===== src/rtl/nibble_serial_adder.sv =====
// -----------------------------------------------------------------------------
// nibble_serial_adder
//
// Multi-cycle WIDTH-bit adder built around a single four_bit_full_adder.
// Operands are accepted over a valid/ready handshake. The 4-bit adder then
// processes one nibble per cycle, least significant nibble first, and the
// carry is registered between nibbles. The assembled result is offered
// downstream over a second valid/ready handshake.
//
// Optional feature: define NIBBLE_SERIAL_ADDER_OVF_EN to add the 'ovf' output.
// 'ovf' is the two's-complement signed overflow of the add.
//
// Ports:
//   clk       in   rising-edge clock
//   rst       in   asynchronous active-high reset
//   in_valid  in   operands valid
//   in_ready  out  block can accept operands (registered, high only in IDLE)
//   a, b      in   WIDTH-bit operands
//   cin       in   carry into nibble 0
//   out_valid out  result valid (registered, high only in DONE)
//   out_ready in   downstream accepts result
//   sum       out  a+b+cin mod 2^WIDTH
//   cout      out  carry out of the MSB
//   ovf       out  signed overflow (only with NIBBLE_SERIAL_ADDER_OVF_EN)
//   busy      out  high while nibbles are being added
// -----------------------------------------------------------------------------

// Plain 4-bit adder with carry in/out; the only combinational datapath.
module four_bit_full_adder (
  input  logic [3:0] i_a,
  input  logic [3:0] i_b,
  input  logic       i_cin,
  output logic [3:0] o_sum,
  output logic       o_cout
);
  logic [4:0] w_full;

  assign w_full = {1'b0, i_a} + {1'b0, i_b} + {4'b0000, i_cin};
  assign o_sum  = w_full[3:0];
  assign o_cout = w_full[4];
endmodule

module nibble_serial_adder #(
  parameter int WIDTH = 16
) (
  input  logic             clk,
  input  logic             rst,
  input  logic             in_valid,
  output logic             in_ready,
  input  logic [WIDTH-1:0] a,
  input  logic [WIDTH-1:0] b,
  input  logic             cin,
  output logic             out_valid,
  input  logic             out_ready,
  output logic [WIDTH-1:0] sum,
  output logic             cout,
`ifdef NIBBLE_SERIAL_ADDER_OVF_EN
  output logic             ovf,
`endif
  output logic             busy
);

  localparam int NIB   = WIDTH / 4;
  localparam int IDX_W = (NIB > 1) ? $clog2(NIB) : 1;
  localparam logic [IDX_W-1:0] LAST_IDX  = IDX_W'(NIB - 1);
  localparam logic [WIDTH-1:0] NIB_MASK  = WIDTH'(4'hF);

  if (((WIDTH % 4) != 0) || (WIDTH < 4)) begin : g_width_chk
    $error("nibble_serial_adder: WIDTH must be a multiple of 4 and at least 4");
  end

  typedef enum logic [1:0] {
    S_IDLE = 2'b00,
    S_ADD  = 2'b01,
    S_DONE = 2'b10
  } state_t;

  state_t            r_state,    w_state_nxt;
  logic [IDX_W-1:0]  r_idx,      w_idx_nxt;
  logic              r_carry,    w_carry_nxt;
  logic [WIDTH-1:0]  r_a,        w_a_nxt;
  logic [WIDTH-1:0]  r_b,        w_b_nxt;
  logic [WIDTH-1:0]  r_sum,      w_sum_nxt;
  logic              r_cout,     w_cout_nxt;
  logic              r_in_ready, w_in_ready_nxt;
  logic              r_out_valid, w_out_valid_nxt;
  logic              r_busy,     w_busy_nxt;
`ifdef NIBBLE_SERIAL_ADDER_OVF_EN
  logic              r_ovf,      w_ovf_nxt;
  logic              w_msb_cin;
`endif

  logic [IDX_W+1:0]  w_shamt;
  logic [WIDTH-1:0]  w_a_sh;
  logic [WIDTH-1:0]  w_b_sh;
  logic [3:0]        w_a_nib;
  logic [3:0]        w_b_nib;
  logic [3:0]        w_add_sum;
  logic              w_add_cout;

  // Nibble selection: shift the operand registers down by 4*idx.
  assign w_shamt = {r_idx, 2'b00};
  assign w_a_sh  = r_a >> w_shamt;
  assign w_b_sh  = r_b >> w_shamt;
  assign w_a_nib = w_a_sh[3:0];
  assign w_b_nib = w_b_sh[3:0];

  four_bit_full_adder u_fa4 (
    .i_a    (w_a_nib),
    .i_b    (w_b_nib),
    .i_cin  (r_carry),
    .o_sum  (w_add_sum),
    .o_cout (w_add_cout)
  );

`ifdef NIBBLE_SERIAL_ADDER_OVF_EN
  // Recover the carry into bit 3 of the final nibble from that bit's sum.
  assign w_msb_cin = w_a_nib[3] ^ w_b_nib[3] ^ w_add_sum[3];
`endif

  // Next-state and next-output computation for the whole block.
  always_comb begin
    w_state_nxt = r_state;
    w_idx_nxt   = r_idx;
    w_carry_nxt = r_carry;
    w_a_nxt     = r_a;
    w_b_nxt     = r_b;
    w_sum_nxt   = r_sum;
    w_cout_nxt  = r_cout;
`ifdef NIBBLE_SERIAL_ADDER_OVF_EN
    w_ovf_nxt   = r_ovf;
`endif

    case (r_state)
      S_IDLE: begin
        if (in_valid && r_in_ready) begin
          w_a_nxt     = a;
          w_b_nxt     = b;
          w_carry_nxt = cin;
          w_idx_nxt   = {IDX_W{1'b0}};
          w_sum_nxt   = {WIDTH{1'b0}};
          w_state_nxt = S_ADD;
        end else begin
          w_state_nxt = S_IDLE;
        end
      end
      S_ADD: begin
        // Overwrite only the nibble currently being processed.
        w_sum_nxt   = (r_sum & ~(NIB_MASK << w_shamt)) |
                      (WIDTH'(w_add_sum) << w_shamt);
        w_carry_nxt = w_add_cout;
        if (r_idx == LAST_IDX) begin
          w_cout_nxt  = w_add_cout;
`ifdef NIBBLE_SERIAL_ADDER_OVF_EN
          w_ovf_nxt   = w_msb_cin ^ w_add_cout;
`endif
          w_state_nxt = S_DONE;
        end else begin
          w_idx_nxt   = r_idx + IDX_W'(1);
        end
      end
      S_DONE: begin
        if (out_ready) begin
          w_state_nxt = S_IDLE;
        end else begin
          w_state_nxt = S_DONE;
        end
      end
      default: begin
        w_state_nxt = S_IDLE;
      end
    endcase

    // Handshake/status outputs are registered copies of the next state.
    w_in_ready_nxt  = (w_state_nxt == S_IDLE);
    w_busy_nxt      = (w_state_nxt == S_ADD);
    w_out_valid_nxt = (w_state_nxt == S_DONE);
  end

  // State and datapath registers with asynchronous reset.
  always_ff @(posedge clk or posedge rst) begin
    if (rst) begin
      r_state     <= S_IDLE;
      r_idx       <= {IDX_W{1'b0}};
      r_carry     <= 1'b0;
      r_a         <= {WIDTH{1'b0}};
      r_b         <= {WIDTH{1'b0}};
      r_sum       <= {WIDTH{1'b0}};
      r_cout      <= 1'b0;
      r_in_ready  <= 1'b1;
      r_out_valid <= 1'b0;
      r_busy      <= 1'b0;
`ifdef NIBBLE_SERIAL_ADDER_OVF_EN
      r_ovf       <= 1'b0;
`endif
    end else begin
      r_state     <= w_state_nxt;
      r_idx       <= w_idx_nxt;
      r_carry     <= w_carry_nxt;
      r_a         <= w_a_nxt;
      r_b         <= w_b_nxt;
      r_sum       <= w_sum_nxt;
      r_cout      <= w_cout_nxt;
      r_in_ready  <= w_in_ready_nxt;
      r_out_valid <= w_out_valid_nxt;
      r_busy      <= w_busy_nxt;
`ifdef NIBBLE_SERIAL_ADDER_OVF_EN
      r_ovf       <= w_ovf_nxt;
`endif
    end
  end

  assign in_ready  = r_in_ready;
  assign out_valid = r_out_valid;
  assign sum       = r_sum;
  assign cout      = r_cout;
  assign busy      = r_busy;
`ifdef NIBBLE_SERIAL_ADDER_OVF_EN
  assign ovf       = r_ovf;
`endif

endmodule


===== config.mk =====
export PLATFORM = sky130hd
export DESIGN_NAME = nibble_serial_adder
export DESIGN_NICKNAME = d
export VERILOG_FILES = /design/src/rtl/nibble_serial_adder.sv
export SDC_FILE = /design/constraint.sdc
export NUM_CORES = 1
export LEC_CHECK = 0
export ABC_AREA = 0
export ABC_CLOCK_PERIOD_IN_PS = 3160
export CAP_MARGIN = 20
export CELL_PAD_IN_SITES_DETAIL_PLACEMENT = 1
export CELL_PAD_IN_SITES_GLOBAL_PLACEMENT = 1
export CORE_MARGIN = 2
export CORE_UTILIZATION = 35
export CTS_BUF_LIST = sky130_fd_sc_hd__clkbuf_8
export DETAILED_ROUTE_END_ITERATION = 7
export GPL_ROUTABILITY_DRIVEN = 1
export PLACE_DENSITY_LB_ADDON = 0.15
export SLEW_MARGIN = 0
export SYNTH_ARGS = -nofsm -noshare
export SYNTH_HDL_FRONTEND = slang
export SYNTH_SLANG_ARGS = --single-unit

===== constraint.sdc =====
create_clock -name clk -period 3.16 [get_ports clk]
set_clock_uncertainty 0.15 [all_clocks]
set_input_delay 0.948 -clock clk [delete_from_list [all_inputs] [get_ports clk]]
set_output_delay 0.948 -clock clk [all_outputs]
set_load 0.03 [all_outputs]

==> summary.md <==
| Metric | Value |
|---|---|
| Top cell family by delay on the critical path | adder cells |
| Worst stage delay on the critical path | 0.57 ns |
| Post-synth cell types | 31 |
| Nets | 298 |
| # DRC | 0 |
| Sequential cell area | 0.00143 mm2 |
| Final Max Tran Viols | 0 |
| Wirelength, routed | 5850 um |
| Core region area | 0.00718 mm2 |
| Leak | 1.46 nW |
| Min-delay src | sum[9]$_DFFE_PP0P_ |
| Clk_lat worst skew | 0.33 ns |
| Top cells by area, synth | dfrtp_1 55%, mux2_2 14%, mux4_2 7.0% |
| Capture point of the critical path | cout$_DFFE_PP0P_ |
| CTS root buf | clkbuf_8 |
| Ys async rst share | 100% |
| Sequential Power Share | 33.1% |
| Final ANT Viol Nets | 0 |
| CP Launch Point | r_idx[0]$_DFFE_PP0P_ |
| Total track usage | 16.5% |
| Mapped Area | 0.00256 mm2 |
| Number of synthesized flops with an enable pin | 0 |
| DP HPWL | 4330 um |
| YS warnings | 0 |
| Top_reg_cell synth | dfrtp_1 |
| IO Port Bufs | 56 |
| Initial core utilization | 35.7% |
| Peak supply drop | 0.000491 V |
| Max Fclk | 0.372 GHz |
| Worst Path Buf+Inv | 2 |
| CTS buffer count | 9 |
| Reg2reg start | r_idx[0]$_DFFE_PP0P_ |
| Sw Ratio | 39.5% |
| Cell area power density | 1160 mW/mm2 |
| Buffer count from post-CTS setup fixing | 0 |
| Outcome | completed |
| Sequential cell area fraction in the yosys report | 55.7% |
| Critical path arrival | 2.75 ns |
| Combinational share of power | 51.6% |
| Routability cong. | 0.743 |
| Via count | 1733 |
| Synthesized area per cell | 13.7 um2 |
| Critical path class | reg2reg |
| Initial DRT Pass Iterations | 4 |
| Sum Neg Setup Slack | 0 ns |
| Final hold violation count | 0 |
| Critical path startpoint category | register |
| Top cell type by total area after synthesis | dfrtp_1 |
| CP Capture Type | register |
| Die Area | 0.00803 mm2 |
| First-pass GRT wire length | 9610 um |
| Ports | 57 |
| CP max-delay cell | mux4_2 |
| Post-cts resize count | 0 |
| Worst Path Required | 3.21 ns |
| Routed len/inst | 16.5 um |
| Hold buffer count at CTS | 0 |
| Cell count after synthesis | 187 |
| H-tree levels | 3 |
| Initial antenna violation count | 0 |
| CTS tree | built |
| RSZ-0062 raised after global routing | no |
| Die width | 89.6 um |
| Total clock sinks | 57 |
| Final worst-path cycle share | 85.2% |
| Worst reg2reg setup slack | 0.47 ns |
| Initial DRC count | 70 |
| Die Y | 89.6 um |
| Share of layout cells above drive strength 1 | 25.8% |
| Max Cap Viol | 0 |
| Layout area overhead | 34.2% |
| Syn nets | 233 |
| Global route overflow | 0 |
| Worst Tran Pin Value | 0.645 ns |
| Total power | 3.99 mW |
| Worst path depth | 8 |
| Register bit total from synthesis | 57 |
| Row cnt | 31 |
| Reg2reg end | cout$_DFFE_PP0P_ |
| R2R cell count | 8 |
| Final setup viols | 0 |
| Largest net degree at the start of global routing | 38 |
| Yosys top cell area share | 54.6% |
| Slew Limit Headroom | 56.9% |
| Worst Hold Class | reg2reg |
| Critical path cell sequence | mux4_2 -> fa_1 -> inv_1 -> fa_1 -> inv_1 -> a21o_1 -> a21oi_1 -> o21ai_0 |
| Via density | 4.88 |
| CP max FO | 8 |
| Fill count | 747 |
| Placed cell count | 340 |
| Number of diodes | 0 |
| Final min period | 2.69 ns |
| Clk buf depth | 2 |
| Internal cell power | 2.41 mW |
| Clock transition at path regs | 0.06 ns |
| Multi-input gate area | 0.00107 mm2 |
| Post-Layout Cell Count | 355 |
| Switch Pwr | 1.58 mW |
| Vias in the first global route | 1911 |
| Power share of the clock group | 15.3% |
-- sequential cells by signal (all words and copies together), names as in the netlist --
name / count
r_idx: 2
out_valid: 1
r_a: 16
sum: 16
r_b: 16
r_state: 2
in_ready: 1
r_carry: 1
busy: 1
cout: 1
-- cell type report --
cell class	instances	area share, %
repair buffers	62	18.0
flip-flops and latches	57	41.5
inverters	7	0.763
clock buffers	12	4.80
well taps	99	3.60
multi-input cells	115	31.0
clock inverters	3	0.436
-- per-layer routing --
| metal | global-route usage (%) | vias to the layer above | share of wire, % |
|---|---|---|---|
| met2 | 28.0 | 45 | 50 |
| li1 | - | 806 | - |
| met1 | 19.6 | 873 | 44 |
| met4 | 5.97 | 0 | 1.9 |
| met5 | 0 | - | 0 |
| met3 | 5.48 | 9 | 4.3 |
-- power by group through the flow --
| stage | Sequential [mW] | Clock, mW | Combinational (mW) |
|---|---|---|---|
| finish | 1.32 | 0.611 | 2.06 |
| global route | 1.37 | 0.667 | 2.28 |
| detailed placement | 1.34 | 0 | 2.10 |
| CTS | 1.33 | 0.634 | 2.10 |
| global placement | 1.33 | 0 | 2.03 |
| floorplan | 1.41 | 0 | 1.31 |
-- cells by family (layout without fill, tap and decap cells) --
group                    after synthesis  after routing  synth area share (%)
flip-flops                            57             57                  55.7
XOR/XNOR                               2              2                 0.683
AO/OA/AOI/OAI                         34             34                  8.78
buffers and inverters                 15             84                  3.37
AND/OR/NAND/NOR                       30             30                  5.46
adder cells (fa/ha/maj)                9              9                  4.98
multiplexers                          40             40                  21.1
-- cell usage in the layout, fill, tap and decap left out, drive strengths merged, types with 2 or more instances in the layout --
master / netlist / routed
dfrtp: 56 / 56
clkdlybuf4s50: 0 / 56
mux2: 32 / 32
nand2: 15 / 15
o21ai: 13 / 13
clkbuf: 0 / 12
a22o: 8 / 8
mux4: 8 / 8
ha: 7 / 7
inv: 7 / 7
buf: 8 / 6
a21o: 4 / 4
nand3: 4 / 4
a21oi: 4 / 4
nor2: 4 / 4
clkinv: 0 / 3
nand2b: 2 / 2
nor3: 2 / 2
o22ai: 2 / 2
fa: 2 / 2
-- worst min-delay path: cells and delay by family, from the launching register on --
family	cells	cell delay [ns]
compound gates	1	0.06
flops	1	0.34
simple gates	1	0.05
-- through the flow --
| step | setup WS, ns | instance area, um2 | hold WS, ns | utilization (%) |
|---|---|---|---|---|
| finish | 0.469 | 3440 | 0.340 | 48.0 |
| global route | 0.286 | 3440 | 0.373 | 48.0 |
| CTS | 0.386 | 3440 | 0.344 | 48.0 |
| detailed placement | 0.398 | 3260 | 0.330 | 45.5 |
| global placement | 0.460 | 3260 | 0.320 | 45.5 |
| floorplan | 0.664 | 2560 | 0.325 | - |
-- cells in the mapped netlist, types with 2 or more instances --
cell type and n:
nor2_1 3, a21o_1 4, a22o_1 8, buf_2 3, dfrtp_1 56, o22ai_1 2, buf_6 3, nor3_1 2
nand2_1 15, mux4_2 8, mux2_2 32, inv_1 7, nand2b_1 2, fa_1 2, nand3_1 4, a21oi_1 4
ha_1 7, o21ai_0 12
-- worst min-delay path by stage --
| stage | endpoint | slack (ns) | cells after the start |
|---|---|---|---|
| after global routing | sum[8]$_DFFE_PP0P_ | 0.37 | 1 |
| after CTS | sum[9]$_DFFE_PP0P_ | 0.34 | 2 |
| after detailed placement | sum[9]$_DFFE_PP0P_ | 0.33 | 2 |
| final | sum[9]$_DFFE_PP0P_ | 0.34 | 2 |
| after floorplan | r_a[10]$_DFFE_PP0P_ | 0.33 | 1 |
| after global placement | sum[1]$_DFFE_PP0P_ | 0.32 | 2 |
Power figures use the tool's default switching activity.
